## src/rtl/frame_source_arbiter.sv

```systemverilog
// Per-frame arbiter that shares one 17-bit pixel queue between the camera path and the pattern generator.
// Grants switch only on start/end markers, and a granted frame that goes silent is closed with a forced end marker.
module frame_source_arbiter #(
  parameter int TIMEOUT_CYCLES = 200000,
  parameter int CNT_WIDTH      = 16
) (
  input  logic                 clk,
  input  logic                 reset,
  input  logic                 sel_pattern,
  input  logic [16:0]          cam_queue_data,
  input  logic                 cam_queue_wr_en,
  output logic                 cam_queue_full,
  input  logic [16:0]          pat_queue_data,
  input  logic                 pat_queue_wr_en,
  output logic                 pat_queue_full,
  output logic [16:0]          queue_data,
  output logic                 queue_wr_en,
  input  logic                 queue_full,
  output logic [1:0]           active_src,
  output logic [CNT_WIDTH-1:0] discard_count,
  output logic                 timeout_event,
  output logic                 overflow
);

  localparam int          TW  = $clog2(TIMEOUT_CYCLES + 1);
  localparam logic [16:0] SOF = 17'h10000;
  localparam logic [16:0] EOF = 17'h1FFFF;

  typedef enum logic [1:0] {IDLE, IN_FRAME, FLUSH} state_t;

  state_t               state, state_nxt;
  logic [TW-1:0]        tmr, tmr_d;
  logic                 cam_elig, pat_elig, cam_acc, pat_acc, acc, tmr_expire, drop;
  logic [16:0]          acc_data, data_d;
  logic                 wr_d, to_d;
  logic [1:0]           src_d, disc_inc;

  function automatic logic [CNT_WIDTH-1:0] sat_add(input logic [CNT_WIDTH-1:0] cnt,
                                                    input logic [1:0] inc);
    logic [CNT_WIDTH:0] sum;
    sum = {1'b0, cnt} + {{(CNT_WIDTH-1){1'b0}}, inc};
    return sum[CNT_WIDTH] ? {CNT_WIDTH{1'b1}} : sum[CNT_WIDTH-1:0];
  endfunction

  // A source is eligible if it is requested while idle or granted mid-frame; nobody is during FLUSH.
  always_comb begin
    cam_elig = ((state == IDLE) && !sel_pattern) || ((state == IN_FRAME) && (active_src == 2'd1));
    pat_elig = ((state == IDLE) &&  sel_pattern) || ((state == IN_FRAME) && (active_src == 2'd2));
  end

  assign cam_queue_full = cam_elig ? queue_full : 1'b1;
  assign pat_queue_full = pat_elig ? queue_full : 1'b1;
  assign cam_acc        = cam_queue_wr_en & ~cam_queue_full;
  assign pat_acc        = pat_queue_wr_en & ~pat_queue_full;
  assign acc            = cam_acc | pat_acc;
  assign acc_data       = cam_acc ? cam_queue_data : pat_queue_data;
  assign tmr_expire     = (state == IN_FRAME) && !acc && (tmr == TW'(TIMEOUT_CYCLES - 1));

  always_ff @(posedge clk or posedge reset) begin
    if (reset) state <= IDLE;
    else       state <= state_nxt;
  end

  always_comb begin
    state_nxt = state;
    case (state)
      IDLE:     if (acc && acc_data == SOF) state_nxt = IN_FRAME;
      IN_FRAME: if (acc && acc_data == EOF) state_nxt = IDLE;
                else if (tmr_expire)        state_nxt = FLUSH;
      FLUSH:    if (!queue_full)            state_nxt = IDLE;
      default:                              state_nxt = IDLE;
    endcase
  end

  always_comb begin
    wr_d   = 1'b0;
    data_d = queue_data;
    src_d  = active_src;
    to_d   = 1'b0;
    drop   = 1'b0;
    tmr_d  = '0;
    case (state)
      IDLE: begin
        if (acc) begin
          if (acc_data == SOF) begin
            wr_d   = 1'b1;
            data_d = acc_data;
            src_d  = pat_acc ? 2'd2 : 2'd1;
          end else begin
            drop = 1'b1;
          end
        end
      end
      IN_FRAME: begin
        tmr_d = tmr + TW'(1);
        if (acc) begin
          wr_d   = 1'b1;
          data_d = acc_data;
          tmr_d  = '0;
          if (acc_data == EOF) src_d = 2'd0;
        end else if (tmr_expire) begin
          tmr_d = '0;
        end
      end
      FLUSH: begin
        if (!queue_full) begin
          wr_d   = 1'b1;
          data_d = EOF;
          to_d   = 1'b1;
          src_d  = 2'd0;
        end
      end
      default: ;
    endcase
    disc_inc = {1'b0, cam_queue_wr_en & ~cam_elig} + {1'b0, pat_queue_wr_en & ~pat_elig}
             + {1'b0, drop};
  end

  // Output register stage: everything visible on the queue side is one cycle behind acceptance.
  always_ff @(posedge clk or posedge reset) begin
    if (reset) begin
      queue_data    <= '0;
      queue_wr_en   <= 1'b0;
      active_src    <= 2'd0;
      discard_count <= '0;
      timeout_event <= 1'b0;
      overflow      <= 1'b0;
      tmr           <= '0;
    end else begin
      queue_data    <= data_d;
      queue_wr_en   <= wr_d;
      active_src    <= src_d;
      discard_count <= sat_add(discard_count, disc_inc);
      timeout_event <= to_d;
      overflow      <= overflow | (queue_wr_en & queue_full);
      tmr           <= tmr_d;
    end
  end

endmodule

```

## config.mk

```make
export PLATFORM = sky130hd
export DESIGN_NAME = frame_source_arbiter
export DESIGN_NICKNAME = d
export VERILOG_FILES = /design/src/rtl/frame_source_arbiter.sv
export SDC_FILE = /design/constraint.sdc
export NUM_CORES = 1
export LEC_CHECK = 0
export ABC_AREA = 1
export CORE_MARGIN = 1.5
export CORE_UTILIZATION = 45
export DETAILED_ROUTE_END_ITERATION = 6
export MAX_ROUTING_LAYER = met4
export PLACE_DENSITY = 0.76
export RECOVER_POWER = 100
export SYNTH_ARGS = -nofsm -noshare
export SYNTH_HDL_FRONTEND = slang
export SYNTH_SLANG_ARGS = --single-unit
export TNS_END_PERCENT = 5
```

## constraint.sdc

```tcl
create_clock -name clk -period 8.04 [get_ports clk]
set_input_delay 1.608 -clock clk [delete_from_list [all_inputs] [get_ports clk]]
set_output_delay 1.608 -clock clk [all_outputs]
set_load 0.005 [all_outputs]
```

* After elaboration in Yosys (flattened, before gate mapping) *
Cells that the tools add are included.

operators by class
  mux-type cells = 32
  eq/ne operators = 14
  reduce and logical (&&, ||, !) cells = 17
  $add $sub $neg = 4
  bitwise gates (word level) = 11

operators with widths
  operator               count
  $mux 17                5
  $mux 18                3
  $pmux 17 s3            1
  $eq 17x17->1 const B   2
  $add 18x1->18 const B  1
  $eq 18x18->1 const B   1
  $mux 2                 9
  $add 16x2->17          1
  $mux 16                1
  $pmux 2 s3             2
  $mux 1                 10
  $logic_and 1x1->1      8
  $ne 2x1->1 const B     3
  $ne 2x2->1 const B     3
  $reduce_and 6->1       1
  $and 1x1->1            5
  $reduce_and 5->1       1
  $eq 2x1->1 const B     2
  $eq 2x2->1 const B     2
  $not 1->1              4
  $ne 3x2->1 const B     1
  $pmux 1 s3             1
  $reduce_and 3->1       1
  $reduce_bool 3->1      1
  6 further kinds        9

word-level totals
  register bits = 58
  logic and storage cells = 86

* Longest topological paths before layout *
  word-level depth = 14
  mapped depth = 26
  mapped depth without buffers = 26

* Worst setup path after synthesis *
No wires, ideal clock.

  kind = input-to-reg
  from = in sel_pattern
  to = reg discard_count[5]
  library setup time = 143 ps
  stages on the path = 22
  slack = 3,524 ps
  arrival = 4,374 ps
  path through = inv_1 -> nand2_1 -> nand2_4 -> nand3_4 -> buf_4 -> nand2_1 -> nand2_1 -> nand4_1 -> nor2_2 -> nand2_2 -> nand2_1 -> fa_1 -> inv_1 -> ha_1 -> fa_1 -> nand2_1 -> nor2_1 -> nand3_1 -> inv_1 -> nand3_1 -> clkbuf_1 -> o21ai_0

between the ends
  longest elaborated chain between the ends = 14

ends and longest elaborated chain
  what                  RTL line  text
  start, declared       9         input logic sel_pattern,
  $logic_not 1->1       47        cam_elig = ((state == IDLE) && !sel_pattern) || ((state == IN_FRAME) && (active_src == 2'd1));
  $logic_and 1x1->1     47
  $logic_or 1x1->1      47
  $mux 1                51        assign cam_queue_full = cam_elig ? queue_full : 1'b1;
  $not 1->1             53        assign cam_acc = cam_queue_wr_en & ~cam_queue_full;
  $and 1x1->1           53
  $mux 17               56        assign acc_data = cam_acc ? cam_queue_data : pat_queue_data;
  $eq 17x17->1          85        if (acc_data == SOF) begin
  $mux 1                85
  $mux 1                84        if (acc) begin
  $mux 1                82        case (state)
  $add 2x1->2 *         116       + {1'b0, drop};
  $add 16x2->17 *       41        sum = {1'b0, cnt} + {{(CNT_WIDTH-1){1'b0}}, inc};
  $mux 16 *             42        return sum[CNT_WIDTH] ? {CNT_WIDTH{1'b1}} : sum[CNT_WIDTH-1:0];
  end signal, assigned  133       discard_count <= sat_add(discard_count, disc_inc);
  end, declared         20        output logic [CNT_WIDTH-1:0] discard_count,

Every way passes the cells marked *; elsewhere a longest branch is shown, timed or not.
A chain may end at the register's enable or synchronous reset.

* Final worst setup path *
  from = in queue_full
  to = reg discard_count[14]

between the ends
  longest elaborated chain between the ends = 11

ends and longest elaborated chain
  what             RTL line  text
  start, declared  18        input logic queue_full,
  $mux 1           51
  $not 1->1        53
  $and 1x1->1      53
  $mux 17          56
  $eq 17x17->1     85
  $mux 1           85
  $mux 1 *         84
  $mux 1 *         82
  $add 2x1->2 *    116
  $add 16x2->17 *  41
  $mux 16 *        42

Marked as above.

==> results.json <==
{
  "worstSetupEndpointType": "register",
  "setup-violations-final": 0,
  "insertion_delay_ns": 0.33,
  "status": "finished with violations",
  "path_class": "primary input to register",
  "grt_start_max_net_pins": 59,
  "final_common_cell": "nand2_1",
  "fin_crit_sh_pct": 78.68,
  "cts_buffer_depth": 2,
  "crit_slowest_cell": "nand3_1",
  "overflow": 0,
  "required_ns": 8.31,
  "p_per_area_nw_per_um2": 252.5,
  "die_h_um": 93.71,
  "critPathTopFamily": "simple AND/OR/NAND/NOR gates",
  "die_x_um": 93.71,
  "ys_seq_elements": 58,
  "clk_pin_slew_worst_paths_ns": 0.07,
  "hold-worst-slack_ns": 0.4550,
  "drt_pass1_iterations": 4,
  "drc": 0,
  "dr_total_vias": 3420,
  "wirelength_um": 8857,
  "report.final.slew_viol_count": 78,
  "cap_violations": 2,
  "coreArea_um2": 7848,
  "hold_viol": 0,
  "cts_sinks": 58,
  "row_count": 32,
  "critPathMostFrequentCell": "nand2_1",
  "vdd_ir_drop_max_v": 0.0001876,
  "ios": 80,
  "synth_cells": 503,
  "port-buffer-count": 79,
  "violations": "max-capacitance violations, max-slew violations",
  "detail_route.wl_per_cell_um": 12.95,
  "drive_gt1_share_pct": 6.701,
  "cts_setup_buffers": 0,
  "max_freq_mhz": 158.1,
  "cts_tree": "built",
  "cts_resized": 0,
  "grt.total_usage_pct": 21.41,
  "yosysSeqAreaShare_pct": 39.20,
  "finalInstanceArea_um2": 4633,
  "power_switching_uw": 429.1,
  "first_global_vias": 3235,
  "cts_made_buffers": 9,
  "start_util_pct": 47.18,
  "fin_skew_ns": 0.006693,
  "ys_warn_count": 0,
  "diodes": 0,
  "final_cell_mix": "nand2_1 (122), inv_1 (81), nor2_1 (70)",
  "syn_area_um2": 3702,
  "grt_antenna_before_repair": 0,
  "fin_cells": 684,
  "rsz0062_at_grt": "no",
  "cp_max_fo": 25,
  "viasPerCell": 5.000,
  "p_comb_share_pct": 40.7,
  "clock-root-buffer": "clkbuf_8",
  "drt_iter0_drc": 183,
  "grt_pass1_wl_um": 14550,
  "critPathLaunchType": "primary input",
  "tightest_slew_ns": 2.965,
  "dieArea_um2": 8781,
  "clkPwrFrac_pct": 22.7,
  "ctsHtreeMaxLevel": 3,
  "avgSynthCellArea_um2": 7.360,
  "cell_internal_pwr_uw": 740.6,
  "place_area_um2": 4527,
  "antenna_left": 0,
  "fillCellCount": 748,
  "yosys.cell_types.count": 31,
  "final_util_pct": 59.04,
  "dp.final_hpwl_um": 6753,
  "holdBufCountCts": 0,
  "max-slew-margin-rel_pct": -97.68,
  "cp_slowest_stage_delay_ns": 0.84,
  "switching_share_pct": 36.69,
  "syn_nets": 553,
  "finalNetCount": 629,
  "fin_tns_setup_ns": 0,
  "power.leakage_uw": 0.002364,
  "gp_congestion": 0.9594,
  "seqPwrFrac_pct": 36.6,
  "min_period_ns": 6.326,
  "critPathBufInv": 5,
  "area_growth_syn_to_layout_pct": 25.14,
  "crit_arrival_ns": 6.59,
  "placedCellCount": 670,
  "min_path_type": "register to register",
  "path_cells": "dlygate4sd3_1, inv_1, nand3_1, nand2_1, nand2_1, nor2_1, nand2_1, nor2_1, nand2_1, nand2_1, fa_1, inv_1, ha_1, fa_1, nand2_1, nor2_1, nand3_1, inv_1, nand2_1, inv_1, nand3_1, or2_2, nand3_1"
}
[kinds of logic (layout without fill, tap and decap cells)]
| group | count (synthesis) | count (layout) | share of synthesized area, % |
|---|---|---|---|
| adders and majority gates | 10 | 10 | 3.785 |
| DFF | 58 | 58 | 39.20 |
| buffers and inverters | 97 | 176 | 11.05 |
| xor gates and xnor gates | 15 | 15 | 3.549 |
| and+or+nand+nor | 290 | 290 | 35.99 |
| AOI/OAI and AO/OA | 33 | 33 | 6.421 |
[Yosys cell counts, drive strengths merged]
cell	count	area, µm²
nand2	137	574.3
inv	82	307.8
nor2	71	269.0
dfrtp	58	1451
nand3	39	212.7
nand4	28	175.2
o21ai	24	187.7
buf	10	82.57
xor2	9	78.83
ha	8	100.1
a21oi	7	35.03
nor3	7	35.03
xnor2	6	52.55
clkbuf	5	18.77
or2	4	25.02
nor4	3	33.78
fa	2	40.04
a211oi	1	7.510
a21o	1	7.510
nor3b	1	7.510
[registers in the layout, summed over array words and instances, names as in the netlist]
signal and count:
active_src 2, discard_count 16, overflow 1, queue_data 17, queue_wr_en 1, state 2
timeout_event 1, tmr 18
[layer usage]
layer | GRT usage (%) | up-vias | share of wire (%)
li1 | - | 1727 | -
met1 | 27.31 | 1581 | 45
met2 | 34.36 | 104 | 48
met3 | 5.744 | 8 | 6.4
met4 | 4.602 | 0 | 0.64
met5 | - | - | 0
[final timing paths]
kind	startpoint	end	slack, ns	cells after the start
setup reg to reg	state[1]	discard_count[14]	3.20	25
hold / removal	overflow	overflow	0.45	1
max in group asynchronous	reset	queue_data[11]	3.52	3
min in group asynchronous	reset	discard_count[11]	2.83	3
hold reg to reg	overflow	overflow	0.45	1
setup / recovery	queue_full	discard_count[14]	1.71	23
[power groups by stage]
stage	clock network [µW]	logic, µW	registers [µW]
2_1_floorplan	0	334	433
3_3_place_gp	0	529	433
3_5_place_dp	0	539	436
4_1_cts	273	543	432
5_1_grt	285	541	440
6_report	266	476	428
[final cells by class]
class | count | area (µm²) | area share, %
flip-flops and latches | 58 | 1451 | 31.33
well taps | 102 | 127.6 | 2.755
clock inverters | 3 | 40.04 | 0.8642
inverters | 82 | 307.8 | 6.643
repair buffers | 80 | 794.5 | 17.15
multi-input cells | 348 | 1760 | 38.00
clock buffers | 11 | 151.4 | 3.268
[metrics by stage]
stage | power (µW) | setup slack, ns
2_1_floorplan | 768.0 | 3.524
3_3_place_gp | 962.0 | 2.348
3_5_place_dp | 975.2 | 2.194
4_1_cts | 1248 | 2.542
5_1_grt | 1266 | 1.167
6_report | 1170 | 1.714
No activity file was read; power rests on OpenSTA's default activity.
